### config.mk
export PLATFORM = sky130hd
export DESIGN_NAME = barrett_precomp
export DESIGN_NICKNAME = d
export VERILOG_FILES = /design/src/rtl/barrett_precomp.sv
export SDC_FILE = /design/constraint.sdc
export NUM_CORES = 1
export LEC_CHECK = 0
export BUFFER_PORTS_ARGS = -buffer_cell sky130_fd_sc_hd__clkbuf_2
export CORE_MARGIN = 1.5
export CORE_UTILIZATION = 26
export DETAILED_ROUTE_END_ITERATION = 10
export GPL_ROUTABILITY_DRIVEN = 0
export PLACE_DENSITY = 0.4
export SLEW_MARGIN = 30
export SYNTH_ARGS = -nofsm -noshare
export SYNTH_HDL_FRONTEND = slang
export SYNTH_SLANG_ARGS = --single-unit
### constraint.sdc
create_clock -name clk_i -period 3.8 [get_ports clk_i]
set_input_delay 0.95 -clock clk_i [delete_from_list [all_inputs] [get_ports clk_i]]
set_output_delay 0.95 -clock clk_i [all_outputs]
set_load 0.01 [all_outputs]
### src/rtl/barrett_precomp.sv
// barrett_precomp: derives the Barrett reduction parameters for a modulus m.
//   k  = bit length of m (leading-one position + 1)
//   mu = floor(2^(2k) / m), computed by a restoring divider that produces
//        one quotient bit per cycle (2k+1 iterations).
// Optional feature macro: BARRETT_PRECOMP_CACHE_EN. It keeps the last good
// (m, mu) pair so that a repeated modulus skips the division.
// Ports:
//   clk_i, rst_ni    clock, asynchronous active-low reset
//   start_i, m_i     request and modulus (m_i sampled on the accepted start)
//   busy_o           high whenever the FSM is not idle
//   valid_o          one-cycle pulse when m_o/m_bl_o/mu_o/err_o update
//   err_o            m == 0 or k > DATA_LENGTH/2
//   m_o, m_bl_o, mu_o  captured modulus, bit length, Barrett constant
module barrett_precomp #(
  parameter int unsigned DATA_LENGTH = 64
) (
  input  logic                   clk_i,
  input  logic                   rst_ni,
  input  logic                   start_i,
  input  logic [DATA_LENGTH-1:0] m_i,
  output logic                   busy_o,
  output logic                   valid_o,
  output logic                   err_o,
  output logic [DATA_LENGTH-1:0] m_o,
  output logic [DATA_LENGTH-1:0] m_bl_o,
  output logic [DATA_LENGTH-1:0] mu_o
);

  localparam int unsigned HALF  = DATA_LENGTH / 2;
  localparam int unsigned REM_W = HALF + 1;
  localparam int unsigned K_W   = $clog2(DATA_LENGTH + 1);

  typedef enum logic [1:0] {IDLE, NORM, DIV, DONE} state_t;

  state_t                 state_q, state_d;
  logic [DATA_LENGTH-1:0] m_q, m_d;
  logic [K_W-1:0]         k_q, k_d;
  logic                   err_q, err_d;
  logic [REM_W-1:0]       rem_q, rem_d;
  logic [DATA_LENGTH-1:0] q_q, q_d;
  logic [K_W-1:0]         cnt_q, cnt_d;
  logic                   busy_d, valid_d, err_o_d;
  logic [DATA_LENGTH-1:0] m_o_d, m_bl_d, mu_d;

  logic [K_W-1:0]         k_lod;
  logic                   norm_err;
  logic                   cache_hit;
  logic                   div_bit;
  logic [REM_W-1:0]       rem_sh;

`ifdef BARRETT_PRECOMP_CACHE_EN
  logic                   cache_vld_q, cache_vld_d;
  logic [DATA_LENGTH-1:0] cache_m_q, cache_m_d;
  logic [DATA_LENGTH-1:0] cache_mu_q, cache_mu_d;

  assign cache_hit = cache_vld_q && (m_q == cache_m_q);
`else
  assign cache_hit = 1'b0;
`endif

  // Leading-one detect: k = index of the top set bit + 1, 0 when m == 0.
  always_comb begin
    k_lod = '0;
    for (int i = 0; i < DATA_LENGTH; i++) begin
      if (m_q[i]) k_lod = K_W'(i + 1);
    end
  end

  assign norm_err = (m_q == '0) || (k_lod > K_W'(HALF));

  // The dividend 2^(2k) has a single 1, at bit position 2k (first iteration).
  assign div_bit = (cnt_q == K_W'({k_q, 1'b0}));
  assign rem_sh  = {rem_q[REM_W-2:0], div_bit};

  // State register.
  always_ff @(posedge clk_i or negedge rst_ni) begin
    if (!rst_ni) state_q <= IDLE;
    else         state_q <= state_d;
  end

  // Next-state logic.
  always_comb begin
    state_d = state_q;
    case (state_q)
      IDLE:    if (start_i) state_d = NORM;
      NORM:    state_d = (norm_err || cache_hit) ? DONE : DIV;
      DIV:     if (cnt_q == '0) state_d = DONE;
      DONE:    state_d = IDLE;
      default: state_d = IDLE;
    endcase
  end

  // Datapath and output next values.
  always_comb begin
    m_d     = m_q;
    k_d     = k_q;
    err_d   = err_q;
    rem_d   = rem_q;
    q_d     = q_q;
    cnt_d   = cnt_q;
    valid_d = 1'b0;
    err_o_d = err_o;
    m_o_d   = m_o;
    m_bl_d  = m_bl_o;
    mu_d    = mu_o;
    busy_d  = (state_d != IDLE);
`ifdef BARRETT_PRECOMP_CACHE_EN
    cache_vld_d = cache_vld_q;
    cache_m_d   = cache_m_q;
    cache_mu_d  = cache_mu_q;
`endif
    case (state_q)
      IDLE: begin
        if (start_i) m_d = m_i;
      end
      NORM: begin
        k_d   = k_lod;
        err_d = norm_err;
        rem_d = '0;
        q_d   = '0;
        cnt_d = K_W'({k_lod, 1'b0});
`ifdef BARRETT_PRECOMP_CACHE_EN
        if (cache_hit) q_d = cache_mu_q;
`endif
      end
      DIV: begin
        // rem < m before the shift, so rem_sh < 2m fits in REM_W bits.
        if (rem_sh >= m_q[REM_W-1:0]) begin
          rem_d = rem_sh - m_q[REM_W-1:0];
          q_d   = {q_q[DATA_LENGTH-2:0], 1'b1};
        end else begin
          rem_d = rem_sh;
          q_d   = {q_q[DATA_LENGTH-2:0], 1'b0};
        end
        if (cnt_q != '0) cnt_d = cnt_q - K_W'(1);
      end
      DONE: begin
        valid_d = 1'b1;
        err_o_d = err_q;
        m_o_d   = m_q;
        m_bl_d  = DATA_LENGTH'(k_q);
        mu_d    = err_q ? '0 : q_q;
`ifdef BARRETT_PRECOMP_CACHE_EN
        if (err_q) begin
          cache_vld_d = 1'b0;
        end else begin
          cache_vld_d = 1'b1;
          cache_m_d   = m_q;
          cache_mu_d  = q_q;
        end
`endif
      end
      default: ;
    endcase
  end

  // Datapath and output registers.
  always_ff @(posedge clk_i or negedge rst_ni) begin
    if (!rst_ni) begin
      m_q     <= '0;
      k_q     <= '0;
      err_q   <= 1'b0;
      rem_q   <= '0;
      q_q     <= '0;
      cnt_q   <= '0;
      busy_o  <= 1'b0;
      valid_o <= 1'b0;
      err_o   <= 1'b0;
      m_o     <= '0;
      m_bl_o  <= '0;
      mu_o    <= '0;
    end else begin
      m_q     <= m_d;
      k_q     <= k_d;
      err_q   <= err_d;
      rem_q   <= rem_d;
      q_q     <= q_d;
      cnt_q   <= cnt_d;
      busy_o  <= busy_d;
      valid_o <= valid_d;
      err_o   <= err_o_d;
      m_o     <= m_o_d;
      m_bl_o  <= m_bl_d;
      mu_o    <= mu_d;
    end
  end

`ifdef BARRETT_PRECOMP_CACHE_EN
  // Cache of the last successful result; cleared by reset and by errors.
  always_ff @(posedge clk_i or negedge rst_ni) begin
    if (!rst_ni) begin
      cache_vld_q <= 1'b0;
      cache_m_q   <= '0;
      cache_mu_q  <= '0;
    end else begin
      cache_vld_q <= cache_vld_d;
      cache_m_q   <= cache_m_d;
      cache_mu_q  <= cache_mu_d;
    end
  end
`endif

endmodule

=== Word-level counts from Yosys, hierarchy flattened ===
Index checks and enable logic that the tools add are counted.

* Flip-flop bits (word level): 315
* Latch bits: 0
* RAM bits: 0
* Memory bits (read-only): 0
* Input bits: 67
* Output and inout bits: 195
* Logic and storage cells: 107
* Memories kept: 0

* Add/subtract/negate cells: 2
* Multiply operators: 0
* Div/mod/pow operators: 0
* $lt $le $gt $ge: 2
* Eq/ne operators: 5
* Shift-type cells: 0
* Muxes and demuxes: 76
* Bitwise operators: 0
* Reduce and logical (&&, ||, !) cells: 9

{| class="wikitable"
|+ Operators with widths
! cell !! count
|-
| $mux 7 || 61
|-
| $pmux 64 s2 || 1
|-
| $logic_not 64->1 || 1
|-
| $mux 64 || 1
|-
| $pmux 32 s2 || 1
|-
| $ge 33x33->1 || 1
|-
| $mux 32 || 1
|-
| $sub 32x32->32 || 1
|-
| $pmux 7 s2 || 1
|-
| $mux 2 || 4
|-
| $pmux 2 s4 || 1
|-
| $eq 7x7->1 || 1
|-
| $gt 7x6->1 const B || 1
|-
| $logic_not 7->1 || 1
|-
| $reduce_bool 7->1 || 1
|-
| $sub 7x1->7 const B || 1
|-
| $eq 2x2->1 const B || 2
|-
| $mux 1 || 4
|-
| $reduce_and 2->1 || 2
|-
| $reduce_bool 2->1 || 2
|-
| $mux 3 || 1
|-
| $eq 2x1->1 const B || 1
|-
| $logic_not 2->1 || 1
|-
| $ne 2x2->1 const B || 1
|-
| $logic_or 1x1->1 || 1
|}

=== Logic depth before layout (Yosys ltp) ===
Gate-level depths: netlist of the first run.

* Depth in word-level cells: 69
* Gate-level depth with buffers: 15
* Gate-level depth less buffers: 14

=== Least setup slack after synthesis of the first run ===
OpenSTA, ideal clock, no wires.

* Kind: flip-flop to flip-flop
* Start: register cnt_q[4]
* End: register rem_q[10]
* Library setup time: 0.126 ns
* Data arrival time: 3.056 ns
* Required time: 3.674 ns
* Slack: 0.618 ns
* Cell stages (with the launch flop): 15
* Buffers on the path: 2
* Clock period less this slack: 3.182 ns
* Path through: dfrtp_1 > xor2_1 > nor4_1 > nand4_1 > ha_1 > nor2b_1 > o31ai_1 > a211oi_1 > o31ai_2 > o31ai_2 > a21oi_1 > a31o_1 > buf_2 > buf_4 > a221o_1

* Longest elaborated chain between the ends: 4
* Elaborated cells on any way between the ends: 5
* Classes of those cells: add/sub: 1; order compare: 1; eq/ne: 1; mux: 2

{| class="wikitable"
|+ Ends and longest elaborated chain
! what !! line !! source
|-
| start: declaration || 41 || <nowiki>logic [K_W-1:0] cnt_q, cnt_d;</nowiki>
|-
| start signal: assignment || 178 || <nowiki>cnt_q <= cnt_d;</nowiki>
|-
| $eq 7x7->1 (*) || 72 || <nowiki>assign div_bit = (cnt_q == K_W'({k_q, 1'b0}));</nowiki>
|-
| $sub 32x32->32 / $ge 33x33->1 (equally long branches) || 129, 128 ||
|-
| $mux 32 (*) || 128 || <nowiki>if (rem_sh >= m_q[REM_W-1:0]) begin</nowiki>
|-
| $pmux 32 s2 (*) || 112 || <nowiki>case (state_q)</nowiki>
|-
| end signal: assignment || 176 || <nowiki>rem_q <= rem_d;</nowiki>
|-
| end: declaration || 39 || <nowiki>logic [REM_W-1:0] rem_q, rem_d;</nowiki>
|}

Every way passes the cells marked *; elsewhere a longest branch is shown, timed or not.
A chain may end at the register's enable or synchronous reset.

=== Final worst setup path of the first run ===
* Start: register cnt_q[2]
* End: register rem_q[28]

The elaborated chain is that of the path after synthesis.

==> results.ini, run 1 <==
[setup_path]
r2r_cells = 14
r2r-end = rem_q[28]
slowest_stage = dfrtp_1
r2r-start = cnt_q[2]
crit_required_ns = 4.25
worst_setup_path_start_kind = register
path_buf_inv = 0
worst-endpoint-arrival_ns = 3.96
worst_path_largest_cell_delay_ns = 0.43
critPathKind = register to register
end_kind = register
crit_path_max_fanout = 5
crit_chain = xor2_1, nor4_2, nand4_1, ha_2, fa_1, nor2b_1, o31a_1, o21a_1, o311a_1, a21oi_1, o21bai_1, a21oi_1, xor2_1, o31ai_1
r2r_setup_slack_ns = 0.29
critPathTopFamily = compound AO/OA/AOI/OAI gates

[timing]
drv_slew = 0
period_share_pct = 92.3
fin_crit_ns = 3.51
fmax_mhz = 285
fin_setup_tns_ns = 0
hold_viol_final = 0
tightest_slew_ns = 0.923
skew_ns = 0.0177
relSlewSlack_pct = 38.4
setup_viol = 0
rsz0062_at_grt = false

[cells_and_area]
final_cells = 2510
diodes = 0
area_growth_pct = 20.4
drive_above_1_share_pct = 26.8
final_cell_area_um2 = 18900
fin_nets = 1817
nFillCells = 6175

[global_route]
grt_usage_pct = 13.8
grt_first_pass_wirelength_mm = 68.3
antenna_found_initial = 4
grt_max_degree = 86
overflow = 0
grt_pass1_vias = 11684

[clock_tree]
cts_buffer_depth = 3
root_buffer = clkbuf_16
hold_buffers = 0
cts.sinks = 315
cts_tree = built
clk_latency_ns = 0.55
cts_buffers = 40
htree_levels = 2
clk_pin_slew_ns = 0.06

[routing]
vias = 11486
avgRoutedWirePerCell_um = 17.2
drtIter0Drc = 482
drc = 0
ant_nets = 0
dr.pass1.iters = 4
drt-vias-per-instance = 4.58
drt-total-wl_mm = 43.1

[placed_design]
io_buffers = 204
hpwl_mm = 30.1
placed_area_um2 = 17600
dp.cells = 2436

[synthesis]
ys_seq_elements = 315
yosys_warnings = 0
synthArstFlopShare_pct = 100
syn_avg_cell_area_um2 = 10.5
synth_area_um2 = 15700
synth_seq_area_share_pct = 50.3
synth_cells = 1493
synthFlopType = dfrtp_1
synth-edff-count = 0
synthDistinctLibCells = 69

[floorplan]
rows = 89
die-area_um2 = 61800
coreArea_um2 = 59400
start_util_pct = 26.4
io_pins = 262
die_h_um = 249
die_width_um = 249

[run_status]
status = complete, no violations

[power]
p_leak_nw = 8.56
ir_worst_vdd_v = 0.000323
power.density_nw_per_um2 = 734

[min_path]
holdCritPathClass = primary input to async pin

[flow_run]
maxCapViolCount = 0

-- how the worst max path moves through the flow --
stage / from / endpoint / slack, ns / depth (start not counted)
final: cnt_q[2] / rem_q[28] / 0.29 / 14
after global routing: cnt_q[2] / rem_q[26] / 0.009 / 15
after CTS: cnt_q[4] / rem_q[13] / 0.08 / 15
after detailed placement: cnt_q[4] / rem_q[26] / 0.12 / 15
after global placement: cnt_q[4] / rem_q[12] / 0.14 / 15
after floorplan: cnt_q[4] / rem_q[10] / 0.62 / 14
-- worst reg2reg max path, delay by kind of cell, from the launching register on --
kind | cells | cell delay (ns)
AOI/OAI and AO/OA | 7 | 1.27
xor gates and xnor gates | 2 | 0.34
and+or+nand+nor | 3 | 0.71
adders and majority gates | 2 | 0.68
DFF | 1 | 0.43
-- power by group --
group,internal [mW],leakage (nW),switching (mW)
logic,2.09,3.88,3.03
clock network,2.21,0.605,1.48
registers,4.21,4.07,0.853
total,8.50,8.56,5.36
-- synthesized netlist by cell type, drive strengths merged (2+ instances only) --
| master | n | area [µm²] |
|---|---|---|
| clkbuf | 54 | 223 |
| o2111ai | 3 | 26.3 |
| nand2 | 28 | 105 |
| mux2 | 143 | 1610 |
| nand3 | 75 | 375 |
| o311ai | 3 | 26.3 |
| o2bb2ai | 30 | 263 |
| o22ai | 5 | 31.3 |
| nor4 | 13 | 87.6 |
| inv | 183 | 687 |
| a31o | 2 | 17.5 |
| o21a | 13 | 97.6 |
| and3 | 7 | 45.1 |
| or2 | 2 | 12.5 |
| nor2b | 5 | 31.3 |
| o21ai | 158 | 791 |
| o311a | 4 | 40.0 |
| nor2 | 54 | 210 |
| nand2b | 12 | 75.1 |
| dfrtp | 315 | 7880 |
| o21bai | 4 | 30.0 |
| buf | 74 | 513 |
| a21oi | 47 | 235 |
| o41ai | 2 | 17.5 |
| a2111oi | 4 | 47.6 |
| xor2 | 10 | 87.6 |
| a21boi | 3 | 22.5 |
| o211a | 3 | 30.0 |
| or3 | 4 | 25.0 |
| or4 | 6 | 53.8 |
| a211oi | 5 | 37.5 |
| xnor2 | 21 | 184 |
| a21o | 5 | 37.5 |
| nor3 | 13 | 65.1 |
| nand4 | 11 | 68.8 |
| ha | 39 | 488 |
| o31ai | 10 | 85.1 |
| nand4b | 2 | 17.5 |
| nand3b | 64 | 480 |
| a221o | 3 | 30.0 |
| o211ai | 7 | 52.6 |
| a31oi | 7 | 43.8 |
| o31a | 4 | 35.0 |
| mux2i | 27 | 270 |
-- area by class of cell --
cell class | instances | area (µm²) | share of cell area (%)
Sequential cell | 315 | 7880 | 41.7
Timing Repair Buffer | 246 | 1430 | 7.59
Inverter | 183 | 687 | 3.64
Clock inverter | 10 | 108 | 0.570
Tap cell | 773 | 967 | 5.12
Multi-Input combinational cell | 924 | 6660 | 35.3
Clock buffer | 59 | 1140 | 6.06
-- registers in the layout (all words and copies together), names as in the netlist --
register,cells
err_q,1
busy_o,1
m_q,64
valid_o,1
m_o,64
cnt_q,7
err_o,1
m_bl_o,7
k_q,7
mu_o,64
rem_q,32
state_q,2
q_q,64
-- routing by layer --
layer | global-route usage [%] | wire, µm | up-vias
met5 | 0 | 58 | -
met4 | 4.49 | 1110 | 8
met3 | 3.56 | 2280 | 74
met2 | 21.5 | 19300 | 250
met1 | 18.7 | 20400 | 5622
li1 | - | - | 5532
-- cell usage in the layout, fill, tap and decap left out, types with 11 or more instances in the layout --
master	instances
dfrtp_1	315
clkbuf_2	203
inv_1	183
o21ai_0	144
mux2_2	141
nand3_1	75
nand3b_1	64
conb_1	57
nor2_1	53
a21oi_1	46
clkbuf_16	41
ha_1	35
buf_4	35
o2bb2ai_1	30
nand2_1	27
mux2i_1	27
xnor2_1	21
o21ai_1	14
nor3_1	13
o21a_1	13
clkbuf_1	13
nand2b_1	12
nand4_1	11
nor4_1	11
-- repair_timing --
action | 4_1_cts | 5_1_grt
endpoints found under the setup margin | 0 | 33
gates resized for setup | 0 | 5
setup buffers | 0 | 4
endpoints found under the hold margin | 0 | 0
-- cells by family (layout without fill, tap and decap cells) --
kind of cell / after synthesis / after routing / synth area share [%]
simple gates: 299 / 299 / 10.7
flops: 315 / 315 / 50.3
compound gates: 326 / 327 / 13.0
other cells: 1 / 57 / 0.0239
xor+xnor: 31 / 31 / 1.73
mux: 170 / 170 / 12.0
fa+ha+maj: 40 / 40 / 3.24
buf+inv: 311 / 498 / 9.07
-- stage by stage --
step | utilization (%) | power (mW) | setup WS, ns | hold slack, ns
detailed placement | 29.6 | 10.3 | 0.118 | 0.481
CTS | 31.7 | 14.1 | 0.0779 | 0.438
global route | 31.8 | 14.9 | 0.00894 | 0.431
global placement | 29.6 | 10.2 | 0.136 | 0.483
floorplan | - | 8.34 | 0.618 | 0.459
finish | 31.8 | 13.9 | 0.291 | 0.365
Power figures use the tool's default switching activity.
==> inputs of run 2 (changes only) <==
--- a/config.mk
+++ b/config.mk
@@ -5,12 +5,14 @@
 export SDC_FILE = /design/constraint.sdc
 export NUM_CORES = 1
 export LEC_CHECK = 0
+export ABC_AREA = 1
 export BUFFER_PORTS_ARGS = -buffer_cell sky130_fd_sc_hd__clkbuf_2
 export CORE_MARGIN = 1.5
 export CORE_UTILIZATION = 26
 export DETAILED_ROUTE_END_ITERATION = 10
 export GPL_ROUTABILITY_DRIVEN = 0
 export PLACE_DENSITY = 0.4
+export SKIP_CTS_REPAIR_TIMING = 1
 export SLEW_MARGIN = 30
 export SYNTH_ARGS = -nofsm -noshare
 export SYNTH_HDL_FRONTEND = slang
==> run 2 against run 1 <==
  * The run now ends with negative setup slack left
  * Routed wire length is 0.49% higher
  * Sequential power down 7.7%
  * Global-route usage up 0.57 points
  * Non-clock buffer count grew 56
  * Final cell count up 7.1%
  * Design area decreased by 0.42%
  * Critical path type unchanged
  * Clock power decreased by 2%
  * Via count is 2.6% higher
  * Synthesized area is 4.4% lower
  * Worst hold slack got worse by 0.053 ns
  * Largest cell class unchanged
  * Combinational power is 8.2% higher
  * Register-to-register slack lost 0.90 ns
==> results.ini, run 2 <==
[run_status]
status = finished with violations
failed_checks = negative setup slack

[timing]
fin_crit_ns = 4.41
hold_viol_final = 0
setup_slack_ns = -0.611
fmax_mhz = 227
drv_slew = 0
skew_ns = 0.0224
hold_slack_ns = 0.312
relSlewSlack_pct = 44.7
setup_viol = 35
rsz0062_at_grt = true
period_share_pct = 116
tightest_slew_ns = 0.820

[cells_and_area]
utilization_pct = 33.2
fin_nets = 2010
area_growth_pct = 25.5
layout_common_cells = 315 x dfrtp_1, 279 x nand2_1, 203 x clkbuf_2, 158 x inv_1, 139 x o21ai_0
final_cell_area_um2 = 18800
final_common_cell = dfrtp_1
nFillCells = 5916
drive_above_1_share_pct = 25.1
final_cells = 2689

[synthesis]
synth.top_cell.area_share_pct = 52.6
ys_seq_elements = 315
synth_common_cells = 315 x dfrtp_1, 290 x nand2_1, 161 x inv_1, 139 x o21ai_0, 117 x a21oi_1
yosys.area_share.simple_pct = 13.7
synth_cells = 1630
synthArstFlopShare_pct = 100
netlist.top_cell.by_area = dfrtp_1
synth_compound_area_share_pct = 15.6
synth_seq_area_share_pct = 52.6
synthFlopType = dfrtp_1
synthAdderAreaFrac_pct = 3.39
syn_avg_cell_area_um2 = 9.20
synth_mux_area_share_pct = 0.0751
synthDistinctLibCells = 51
yosys_warnings = 0
synth-edff-count = 0
synth_most_common_cell = dfrtp_1
yosys-top-cells-area = dfrtp_1 53%, nand2_1 7.3%, o21ai_0 4.6%
synth_xor_area_share_pct = 1.93
synth_top_family_by_area = compound AO/OA/AOI/OAI gates
synth_area_um2 = 15000

[routing]
drt-total-wl_mm = 43.4
ant_nets = 0
dr.max_layer_used = met4
dr_wl_met3_mm = 1.62
avgRoutedWirePerCell_um = 16.1
drt-met1-wl_mm = 19.5
dr.pass1.iters = 5
dr_wl_met2_mm = 21.2
drt-vias-per-instance = 4.38
drtIter0Drc = 517
vias = 11780
drc = 0

[clock_tree]
cts_tree = built
htree_levels = 2
cts.sinks = 315
root_buffer = clkbuf_16
clk_latency_ns = 0.56
cts_buffer_depth = 3
clk_pin_slew_ns = 0.06
cts_buffers = 39

[power]
ir_worst_vdd_v = 0.000391
p_leak_nw = 8.99
power.density_nw_per_um2 = 736

[setup_path]
crit_path_max_fanout = 8
crit_path_frequent_cell = nand2_2
worst-endpoint-arrival_ns = 4.81
critPathKind = register to register
worst_path_largest_cell_delay_ns = 0.39
worst_setup_path_start_kind = register
crit_required_ns = 4.20
end_kind = register
slowest_stage = dfrtp_1

[floorplan]
io_pins = 262
start_util_pct = 26.4
rows = 87
die-area_um2 = 59100
die_width_um = 243
die_h_um = 243
coreArea_um2 = 56700

[placed_design]
placed_area_um2 = 17200
dp.cells = 2605
io_buffers = 204
hpwl_mm = 30.4

[global_route]
antenna_found_initial = 1
grt_max_degree = 106
grt_pass1_vias = 11936
grt_first_pass_wirelength_mm = 67.7
grt_usage_pct = 14.4
overflow = 0

[flow_run]
maxCapViolCount = 0

[min_path]
holdCritPathClass = primary input to async pin

[run 2: cell types whose count changed after synthesis, sizes merged, moves of 64 or more]
| cell | change |
|---|---|
| mux2 | -142 |
| nand2 | +277 |
| nor2 | +65 |
| o22ai | +68 |
| a21oi | +71 |
| nand3b | -64 |
[run 2: cell type report]
class	instances	area, µm²	share of cell area, %
Antenna cell	1	2.50	0.0133
Clock buffer	56	1130	6.02
Clock inverter	14	120	0.639
Inverter	200	1120	5.94
Multi-Input combinational cell	1045	5650	30.0
Sequential cell	315	7880	41.9
Tap cell	756	946	5.03
Timing Repair Buffer	302	1960	10.4
[run 2: logic make-up after synthesis]
group / count (synthesis)
other: 1
adder cells (fa/ha/maj): 40
AO/OA/AOI/OAI: 421
buffers and inverters: 326
AND/OR/NAND/NOR: 493
flip-flops: 315
multiplexers: 1
XOR/XNOR: 33
[run 2: power by group]
part           internal, mW  switching, mW  leakage [nW]
Clock                  2.15           1.49         0.620
Sequential             4.18          0.495          4.02
Combinational          2.06           3.47          4.36
[run 2: metrics by stage]
| stage | worst slack [ns] | total power, mW | setup TNS (ns) |
|---|---|---|---|
| after floorplan | -0.361 | 8.19 | -11.25 |
| after global placement | -0.639 | 10.3 | -20.65 |
| after detailed placement | -0.748 | 10.3 | -24.18 |
| after CTS | -0.797 | 14.0 | -25.60 |
| after global routing | -1.06 | 14.9 | -35.58 |
| final | -0.611 | 13.8 | -19.39 |
[run 2: layer usage]
metal,up-vias,GRT usage [%]
li1,5809,-
met1,5744,18.7
met2,172,24.4
met3,55,2.57
met4,0,4.35
met5,-,0
[run 2: final timing paths]
| kind | startpoint | end | slack, ns | cells after the start |
|---|---|---|---|---|
| max in group asynchronous | rst_ni | m_o[15] | 2.63 | 2 |
| hold reg to reg | m_bl_o[0] | m_bl_o[0] | 0.47 | 2 |
| min in group clk_i | m_bl_o[0] | m_bl_o[0] | 0.47 | 2 |
| setup reg to reg | k_q[4] | rem_q[19] | -0.61 | 40 |
| hold / removal | rst_ni | mu_o[44] | 0.31 | 1 |
| setup / recovery | k_q[4] | rem_q[19] | -0.61 | 40 |
[run 2: critical path, delay by kind of cell, from the launching register on]
kind | cells | cell delay [ns]
DFF | 1 | 0.39
adders and majority gates | 1 | 0.26
buffers and inverters | 3 | 0.29
AOI/OAI and AO/OA | 7 | 0.90
and+or+nand+nor | 29 | 2.40
